<file path="src/rtl/mdu_pkg.sv">
// Shared types and constants for the iterative multiply/divide unit.
// Also holds the helper that produces the RISC-V defined special-case results.
package mdu_pkg;

    localparam int XLEN = 32;
    localparam logic [XLEN-1:0] DIV_OVF_DIVIDEND = 32'h8000_0000;

    typedef enum logic [2:0] {
        OP_MUL    = 3'b000,
        OP_MULH   = 3'b001,
        OP_MULHSU = 3'b010,
        OP_MULHU  = 3'b011,
        OP_DIV    = 3'b100,
        OP_DIVU   = 3'b101,
        OP_REM    = 3'b110,
        OP_REMU   = 3'b111
    } mdu_op_e;

    typedef enum logic [1:0] {
        ST_IDLE = 2'd0,
        ST_BUSY = 2'd1,
        ST_FIX  = 2'd2,
        ST_DONE = 2'd3
    } mdu_state_e;

    // Multiply-by-zero, divide-by-zero and signed overflow; op[1] splits REM* from DIV*.
    function automatic logic [XLEN-1:0] special_result(input mdu_op_e op,
                                                       input logic [XLEN-1:0] a,
                                                       input logic div_zero);
        if (!op[2]) return '0;
        if (div_zero) return op[1] ? a : '1;
        return op[1] ? '0 : DIV_OVF_DIVIDEND;
    endfunction

endpackage

</file>
<file path="src/rtl/mdu_if.sv">
// Request/response interface of the mdu: operand/opcode request channel,
// valid/ready response channel, flush and busy status.
interface mdu_if #(
    parameter int XLEN = mdu_pkg::XLEN
) ();
    logic            i_flush;
    logic            i_req_valid;
    logic            o_req_ready;
    logic [2:0]      i_mdu_op;
    logic [XLEN-1:0] i_operand_a;
    logic [XLEN-1:0] i_operand_b;
    logic            o_rsp_valid;
    logic            i_rsp_ready;
    logic [XLEN-1:0] o_rsp_data;
    logic            o_busy;

    modport master (
        output i_flush, i_req_valid, i_mdu_op, i_operand_a, i_operand_b, i_rsp_ready,
        input  o_req_ready, o_rsp_valid, o_rsp_data, o_busy
    );

    modport slave (
        input  i_flush, i_req_valid, i_mdu_op, i_operand_a, i_operand_b, i_rsp_ready,
        output o_req_ready, o_rsp_valid, o_rsp_data, o_busy
    );
endinterface

</file>
<file path="src/rtl/mdu_div_step.sv">
// One combinational restoring-divide step: shift the next dividend bit into the
// partial remainder and subtract the divisor when it fits.
module mdu_div_step #(
    parameter int XLEN = mdu_pkg::XLEN
) (
    input  logic [XLEN-1:0] rem,
    input  logic            dividend_bit,
    input  logic [XLEN-1:0] divisor,
    output logic [XLEN-1:0] rem_next,
    output logic            q_bit
);
    logic [XLEN:0] partial;

    assign partial  = {rem, dividend_bit};
    assign q_bit    = partial >= {1'b0, divisor};
    // When the subtraction happens the difference is below the divisor, so XLEN bits suffice.
    assign rem_next = q_bit ? XLEN'(partial - {1'b0, divisor}) : partial[XLEN-1:0];
endmodule

</file>
<file path="src/rtl/mdu.sv">
// Iterative RV32M multiply/divide unit, one radix-2 step per cycle on magnitudes.
// Build option MDU_EARLY_OUT_EN: zero-operand multiplies and divide special cases go IDLE->DONE.
module mdu #(
    parameter int XLEN = mdu_pkg::XLEN
) (
    input logic  i_clk,
    input logic  i_reset,
    mdu_if.slave bus
);
    import mdu_pkg::*;

    // state | meaning
    // IDLE  | ready to accept a request
    // BUSY  | XLEN shift-add / shift-subtract steps
    // FIX   | sign correction, special cases, result select
    // DONE  | response held until the consumer takes it
    localparam logic [1:0] S_IDLE = ST_IDLE;
    localparam logic [1:0] S_BUSY = ST_BUSY;
    localparam logic [1:0] S_FIX  = ST_FIX;
    localparam logic [1:0] S_DONE = ST_DONE;
    localparam int CW = $clog2(XLEN) + 1;

    logic [1:0]        state;
    mdu_op_e           op_in, op_q;
    logic [XLEN-1:0]   a_mag, b_mag, a_q, opnd_q, acc_hi, acc_lo;
    logic [XLEN-1:0]   rsp_data, fix_result, quo, rem, rem_next;
    logic              a_neg, b_neg, div_zero, div_ovf, early_out;
    logic              neg_q, neg_rem_q, div_zero_q, div_ovf_q, q_bit;
    logic [CW-1:0]     step_cnt;
    logic [XLEN:0]     mul_sum;
    logic [2*XLEN-1:0] prod;

    assign op_in    = mdu_op_e'(bus.i_mdu_op);
    assign a_neg    = (op_in inside {OP_MULH, OP_MULHSU, OP_DIV, OP_REM}) && bus.i_operand_a[XLEN-1];
    assign b_neg    = (op_in inside {OP_MULH, OP_DIV, OP_REM}) && bus.i_operand_b[XLEN-1];
    assign a_mag    = a_neg ? -bus.i_operand_a : bus.i_operand_a;
    assign b_mag    = b_neg ? -bus.i_operand_b : bus.i_operand_b;
    assign div_zero = op_in[2] && (bus.i_operand_b == '0);
    assign div_ovf  = (op_in inside {OP_DIV, OP_REM}) && (bus.i_operand_a == DIV_OVF_DIVIDEND)
                      && (bus.i_operand_b == '1);

`ifdef MDU_EARLY_OUT_EN
    assign early_out = div_zero || div_ovf
                       || (!op_in[2] && (bus.i_operand_a == '0 || bus.i_operand_b == '0));
`else
    assign early_out = 1'b0;
`endif

    // Multiply shares acc_hi:acc_lo as the product; divide uses acc_hi as remainder
    // and acc_lo as dividend shifting out / quotient shifting in.
    assign mul_sum = {1'b0, acc_hi} + (acc_lo[0] ? {1'b0, opnd_q} : '0);

    mdu_div_step #(.XLEN(XLEN)) u_div_step (
        .rem          (acc_hi),
        .dividend_bit (acc_lo[XLEN-1]),
        .divisor      (opnd_q),
        .rem_next     (rem_next),
        .q_bit        (q_bit)
    );

    assign prod = neg_q ? -{acc_hi, acc_lo} : {acc_hi, acc_lo};
    assign quo  = neg_q ? -acc_lo : acc_lo;
    assign rem  = neg_rem_q ? -acc_hi : acc_hi;

    always_comb begin
        fix_result = '0;
        case (op_q)
            OP_MUL:                        fix_result = prod[XLEN-1:0];
            OP_MULH, OP_MULHSU, OP_MULHU:  fix_result = prod[2*XLEN-1:XLEN];
            OP_DIV, OP_DIVU:               fix_result = quo;
            OP_REM, OP_REMU:               fix_result = rem;
            default:                       fix_result = '0;
        endcase
        if (div_zero_q || div_ovf_q) fix_result = special_result(op_q, a_q, div_zero_q);
    end

    always_ff @(posedge i_clk or posedge i_reset) begin
        if (i_reset) begin
            state      <= S_IDLE;
            op_q       <= OP_MUL;
            a_q        <= '0;
            opnd_q     <= '0;
            acc_hi     <= '0;
            acc_lo     <= '0;
            neg_q      <= 1'b0;
            neg_rem_q  <= 1'b0;
            div_zero_q <= 1'b0;
            div_ovf_q  <= 1'b0;
            step_cnt   <= '0;
            rsp_data   <= '0;
        end else if (bus.i_flush) begin
            state <= S_IDLE;
        end else begin
            case (state)
                S_IDLE: if (bus.i_req_valid) begin
                    op_q       <= op_in;
                    a_q        <= bus.i_operand_a;
                    neg_q      <= a_neg ^ b_neg;
                    neg_rem_q  <= a_neg;
                    div_zero_q <= div_zero;
                    div_ovf_q  <= div_ovf;
                    opnd_q     <= op_in[2] ? b_mag : a_mag;
                    acc_hi     <= '0;
                    acc_lo     <= op_in[2] ? a_mag : b_mag;
                    step_cnt   <= '0;
                    if (early_out) begin
                        rsp_data <= special_result(op_in, bus.i_operand_a, div_zero);
                        state    <= S_DONE;
                    end else begin
                        state <= S_BUSY;
                    end
                end
                S_BUSY: begin
                    if (op_q[2]) begin
                        acc_hi <= rem_next;
                        acc_lo <= {acc_lo[XLEN-2:0], q_bit};
                    end else begin
                        acc_hi <= mul_sum[XLEN:1];
                        acc_lo <= {mul_sum[0], acc_lo[XLEN-1:1]};
                    end
                    step_cnt <= step_cnt + 1'b1;
                    if (step_cnt == CW'(XLEN - 1)) state <= S_FIX;
                end
                S_FIX: begin
                    rsp_data <= fix_result;
                    state    <= S_DONE;
                end
                S_DONE: if (bus.i_rsp_ready) state <= S_IDLE;
                default: state <= S_IDLE;
            endcase
        end
    end

    assign bus.o_req_ready = (state == S_IDLE);
    assign bus.o_rsp_valid = (state == S_DONE);
    assign bus.o_busy      = (state != S_IDLE);
    assign bus.o_rsp_data  = rsp_data;
endmodule

</file>
<file path="src/flat_wrapper.sv">
// flat-port wrapper written by rule: the top's interface ports become plain ports
module mdu_flat import mdu_pkg::*;
#(
    parameter int XLEN = mdu_pkg::XLEN
)
  (i_clk, i_reset, bus_i_flush, bus_i_req_valid, bus_i_mdu_op, bus_i_operand_a, bus_i_operand_b, bus_i_rsp_ready, bus_o_req_ready, bus_o_rsp_valid, bus_o_rsp_data, bus_o_busy);
  mdu_if #(.XLEN(XLEN)) bus_i ();
  input logic i_clk;
  input logic i_reset;
  input wire logic [$bits(bus_i.i_flush)-1:0] bus_i_flush;
  input wire logic [$bits(bus_i.i_req_valid)-1:0] bus_i_req_valid;
  input wire logic [$bits(bus_i.i_mdu_op)-1:0] bus_i_mdu_op;
  input wire logic [$bits(bus_i.i_operand_a)-1:0] bus_i_operand_a;
  input wire logic [$bits(bus_i.i_operand_b)-1:0] bus_i_operand_b;
  input wire logic [$bits(bus_i.i_rsp_ready)-1:0] bus_i_rsp_ready;
  output wire logic [$bits(bus_i.o_req_ready)-1:0] bus_o_req_ready;
  output wire logic [$bits(bus_i.o_rsp_valid)-1:0] bus_o_rsp_valid;
  output wire logic [$bits(bus_i.o_rsp_data)-1:0] bus_o_rsp_data;
  output wire logic [$bits(bus_i.o_busy)-1:0] bus_o_busy;
  assign bus_i.i_flush = bus_i_flush;
  assign bus_i.i_req_valid = bus_i_req_valid;
  assign bus_i.i_mdu_op = bus_i_mdu_op;
  assign bus_i.i_operand_a = bus_i_operand_a;
  assign bus_i.i_operand_b = bus_i_operand_b;
  assign bus_i.i_rsp_ready = bus_i_rsp_ready;
  assign bus_o_req_ready = bus_i.o_req_ready;
  assign bus_o_rsp_valid = bus_i.o_rsp_valid;
  assign bus_o_rsp_data = bus_i.o_rsp_data;
  assign bus_o_busy = bus_i.o_busy;
  mdu #(.XLEN(XLEN)) u_core (.i_clk(i_clk), .i_reset(i_reset), .bus(bus_i));
endmodule
</file>
<file path="config.mk">
export PLATFORM = sky130hd
export DESIGN_NAME = mdu_flat
export DESIGN_NICKNAME = d
export VERILOG_FILES = /design/src/rtl/mdu_pkg.sv /design/src/rtl/mdu_if.sv /design/src/rtl/mdu_div_step.sv /design/src/rtl/mdu.sv /design/src/flat_wrapper.sv
export SDC_FILE = /design/constraint.sdc
export NUM_CORES = 1
export LEC_CHECK = 0
export CORE_MARGIN = 2
export CORE_UTILIZATION = 28
export CTS_BUF_LIST = sky130_fd_sc_hd__clkbuf_2 sky130_fd_sc_hd__clkbuf_4 sky130_fd_sc_hd__clkbuf_8
export DETAILED_ROUTE_END_ITERATION = 8
export GPL_TIMING_DRIVEN = 0
export PLACE_DENSITY = 0.54
export SKIP_CTS_REPAIR_TIMING = 1
export SLEW_MARGIN = 40
export SYNTH_ARGS = -nofsm -noshare
export SYNTH_HDL_FRONTEND = slang
export SYNTH_SLANG_ARGS = --single-unit
</file>
<file path="constraint.sdc">
create_clock -name i_clk -period 8.92 [get_ports i_clk]
set_input_delay 1.784 -clock i_clk [delete_from_list [all_inputs] [get_ports i_clk]]
set_output_delay 1.784 -clock i_clk [all_outputs]
set_load 0.1 [all_outputs]
</file>
==> impl_metrics.py <==
metrics = {
    "outcome": {
        "status": "completed",
    },
    "layout": {
        "ff_latch_area_um2": 4380,
        "layout-drive-gt1-share_pct": 6.07,
        "synthToLayoutAreaGrowth_pct": 14.5,
        "post-route-util_pct": 32.5,
        "multi_input_area_um2": 10800,
        "fillers": 6178,
        "final_cells": 3014,
        "antenna_cells": 0,
        "nets": 2393,
    },
    "drt": {
        "drcViolationCount": 0,
        "drt_iter0_drc": 1960,
        "via_count": 17401,
        "dr.pass1.iters": 6,
        "ant_nets": 0,
        "via_per_inst": 5.77,
        "avgRoutedWirePerCell_um": 24.8,
        "drt-total-wl_um": 74700,
    },
    "die": {
        "core-area_um2": 56400,
        "start_util_pct": 28.3,
        "dieArea_um2": 59000,
        "rows": 87,
        "die_h_um": 243,
        "io_pins": 107,
        "die_w_um": 243,
    },
    "placed_design": {
        "numPlacedInstances": 2982,
        "gp_congestion": 0.980,
        "dp_hpwl_um": 60300,
        "portBuffers": 105,
    },
    "clock_tree": {
        "htreeDepth": 4,
        "clock-root-buffer": "clkbuf_8",
        "numCtsBuffers": 17,
        "clk_pin_slew_ns": 0.11,
        "cts.path.max_buffers": 2,
        "tritoncts": "built",
        "clkLatencyLatePin_ns": 0.54,
        "clkSinkCount": 175,
    },
    "logic_synthesis": {
        "avgSynthCellArea_um2": 7.55,
        "synthCells": 2117,
        "synth-seq-cells": 175,
        "synthesis.nets": 2265,
        "yosysTopAreaCell": "dfrtp_1",
        "ys.flop_type": "dfrtp_1",
        "yosys-top-cells-count": "nand2_1, a21oi_1, nor2_1",
        "ys_types": 83,
        "netlist_area_um2": 16000,
        "yosysWarnings": 0,
        "yosysTopAreaCellShare_pct": 27.4,
        "synth_edf_count": 0,
        "synth_area_leaders": "dfrtp_1, a21oi_1, nand2_1",
        "synth-async-reset-ratio_pct": 100,
        "synth.most_common_cell": "nand2_1",
        "ys_seq_area_share_pct": 27.4,
    },
    "pwr": {
        "total_power_mw": 7.76,
        "vdd_drop_max_mv": 0.259,
        "powerDensity_nw_per_um2": 424,
        "power.leakage_nw": 7.49,
    },
    "sta": {
        "rsz0062_at_grt": "false",
        "tightest_slew_ns": 0.948,
        "fin_skew_ns": 0.0248,
        "hold_viol": 0,
        "fin_crit_sh_pct": 56.6,
        "drv_slew": 0,
        "fmax_mhz": 198,
        "slew_headroom_pct": 36.1,
        "setup_viol": 0,
        "fin_crit_ns": 5.05,
    },
    "grt": {
        "grt_pass1_vias": 16311,
        "antenna_found_initial": 0,
        "gr-total-overflow": 0,
        "track_usage_pct": 24.8,
        "grt_first_pass_wirelength_um": 109000,
        "grt_max_degree": 76,
    },
    "flow_run": {
        "cap_violations": 0,
    },
    "setup_path": {
        "required_ns": 9.32,
        "critPathCaptureType": "flip-flop",
        "critPathMaxFanout": 6,
        "crit_chain": "clkdlybuf4s50_1 > or4_1 > nor4_1 > nand2_1 > nor3_1 > nand2_1 > o41ai_1 > xnor2_1 > o21ai_0 > o21ai_0",
        "path_buf_inv": 1,
        "slowest_delay_ns": 0.65,
        "cp_slowest_cell": "or4_1",
        "crit_arrival_ns": 5.45,
        "cp_top_family": "simple AND/OR/NAND/NOR gates",
        "startpoint_type": "input pin",
        "critPathKind": "in2reg",
    },
    "worst_hold_path": {
        "hold_class": "reg2reg",
    },
}
==> layout by cell type, fill, tap and decap left out, drive strengths merged, types with 18 or more instances in the layout <==
master,count
buf,54
mux2,18
a21o,36
o22ai,23
o31ai,24
ha,74
nand2,259
dfrtp,175
xnor2,96
nor2,203
xor2,86
or3,25
o211ai,24
nor2b,28
a21oi,211
o21ai,185
inv,87
nand3,33
nand4,23
clkdlybuf4s50,70
a211oi,27
a31oi,29
mux2i,31
nor3,69
clkbuf,133
==> through the flow <==
stage                     setup TNS, ns  area, um^2  worst slack [ns]  hold slack [ns]
after floorplan                       0       16000              2.39            0.446
after global placement           -56.15       18000            -0.362            0.468
after detailed placement              0       17900              3.37            0.471
after CTS                             0       18300              3.92            0.495
after global routing                  0       18300              3.77            0.515
final                                 0       18300              3.87            0.495
==> logic make-up after synthesis <==
family	Yosys count	share of synthesized area (%)
and+or+nand+nor	740	21.7
AOI/OAI and AO/OA	683	26.6
buffers and inverters	212	5.08
xor gates and xnor gates	182	9.97
DFF	175	27.4
adders and majority gates	76	6.04
muxes	49	3.21
==> worst paths after layout <==
kind / start / endpoint / slack, ns / cells past startpoint
max in group asynchronous: i_reset / u_core.opnd_q[12]$_DFFE_PP0P_ / 6.19 / 4
min in group asynchronous: i_reset / u_core.bus.o_rsp_data[17]$_DFFE_PP0P_ / 1.66 / 2
worst min-delay path: u_core.opnd_q[7]$_DFFE_PP0P_ / u_core.opnd_q[7]$_DFFE_PP0P_ / 0.50 / 2
worst max register to register: u_core.acc_lo[0]$_DFFE_PP0P_ / u_core.acc_hi[28]$_DFFE_PP0P_ / 4.13 / 14
worst min register to register: u_core.opnd_q[7]$_DFFE_PP0P_ / u_core.opnd_q[7]$_DFFE_PP0P_ / 0.50 / 2
worst max-delay path: bus_i_operand_a[8] / u_core.opnd_q[24]$_DFFE_PP0P_ / 3.87 / 10
==> area by class of cell <==
class	count	share of cell area (%)
plain buffers	129	2.76
clock buffers	19	1.36
clock inverters	13	0.704
inverters	83	1.74
multi-input cells	1730	59.2
flip-flops and latches	175	23.9
well taps	756	5.17
repair buffers	109	5.18
==> routing by layer <==
layer / track usage, % / wire length (um) / vias to the layer above
met5: 0 / 0 / -
met4: 8.82 / 2530 / 0
met3: 3.67 / 5300 / 117
met2: 38.9 / 33400 / 824
met1: 34.6 / 33500 / 8543
li1: - / - / 7917
==> power breakdown <==
part / total (mW) / switching (mW) / leakage [nW] / internal [mW]
Clock: 0.575 / 0.342 / 0.188 / 0.233
Combinational: 5.61 / 3.86 / 5.12 / 1.75
Sequential: 1.58 / 0.441 / 2.19 / 1.14
Total: 7.76 / 4.65 / 7.49 / 3.12
==> worst reg2reg max path: cells and delay by family (launching register included) <==
family | cells | cell delay, ns
buffers and inverters | 3 | 1.00
DFF | 1 | 0.53
muxes | 1 | 0.16
and+or+nand+nor | 4 | 1.31
adders and majority gates | 1 | 0.29
AOI/OAI and AO/OA | 5 | 1.38
==> registers in the layout, summed over array words and instances (netlist names) <==
signal	cells
u_core.neg_q	1
u_core.div_ovf_q	1
u_core.acc_hi	32
u_core.bus.o_rsp_data	32
u_core.op_q	3
u_core.opnd_q	32
u_core.a_q	32
u_core.step_cnt	6
u_core.div_zero_q	1
u_core.state	2
u_core.acc_lo	32
u_core.neg_rem_q	1
Note: power is estimated with default switching activity, not from simulation.
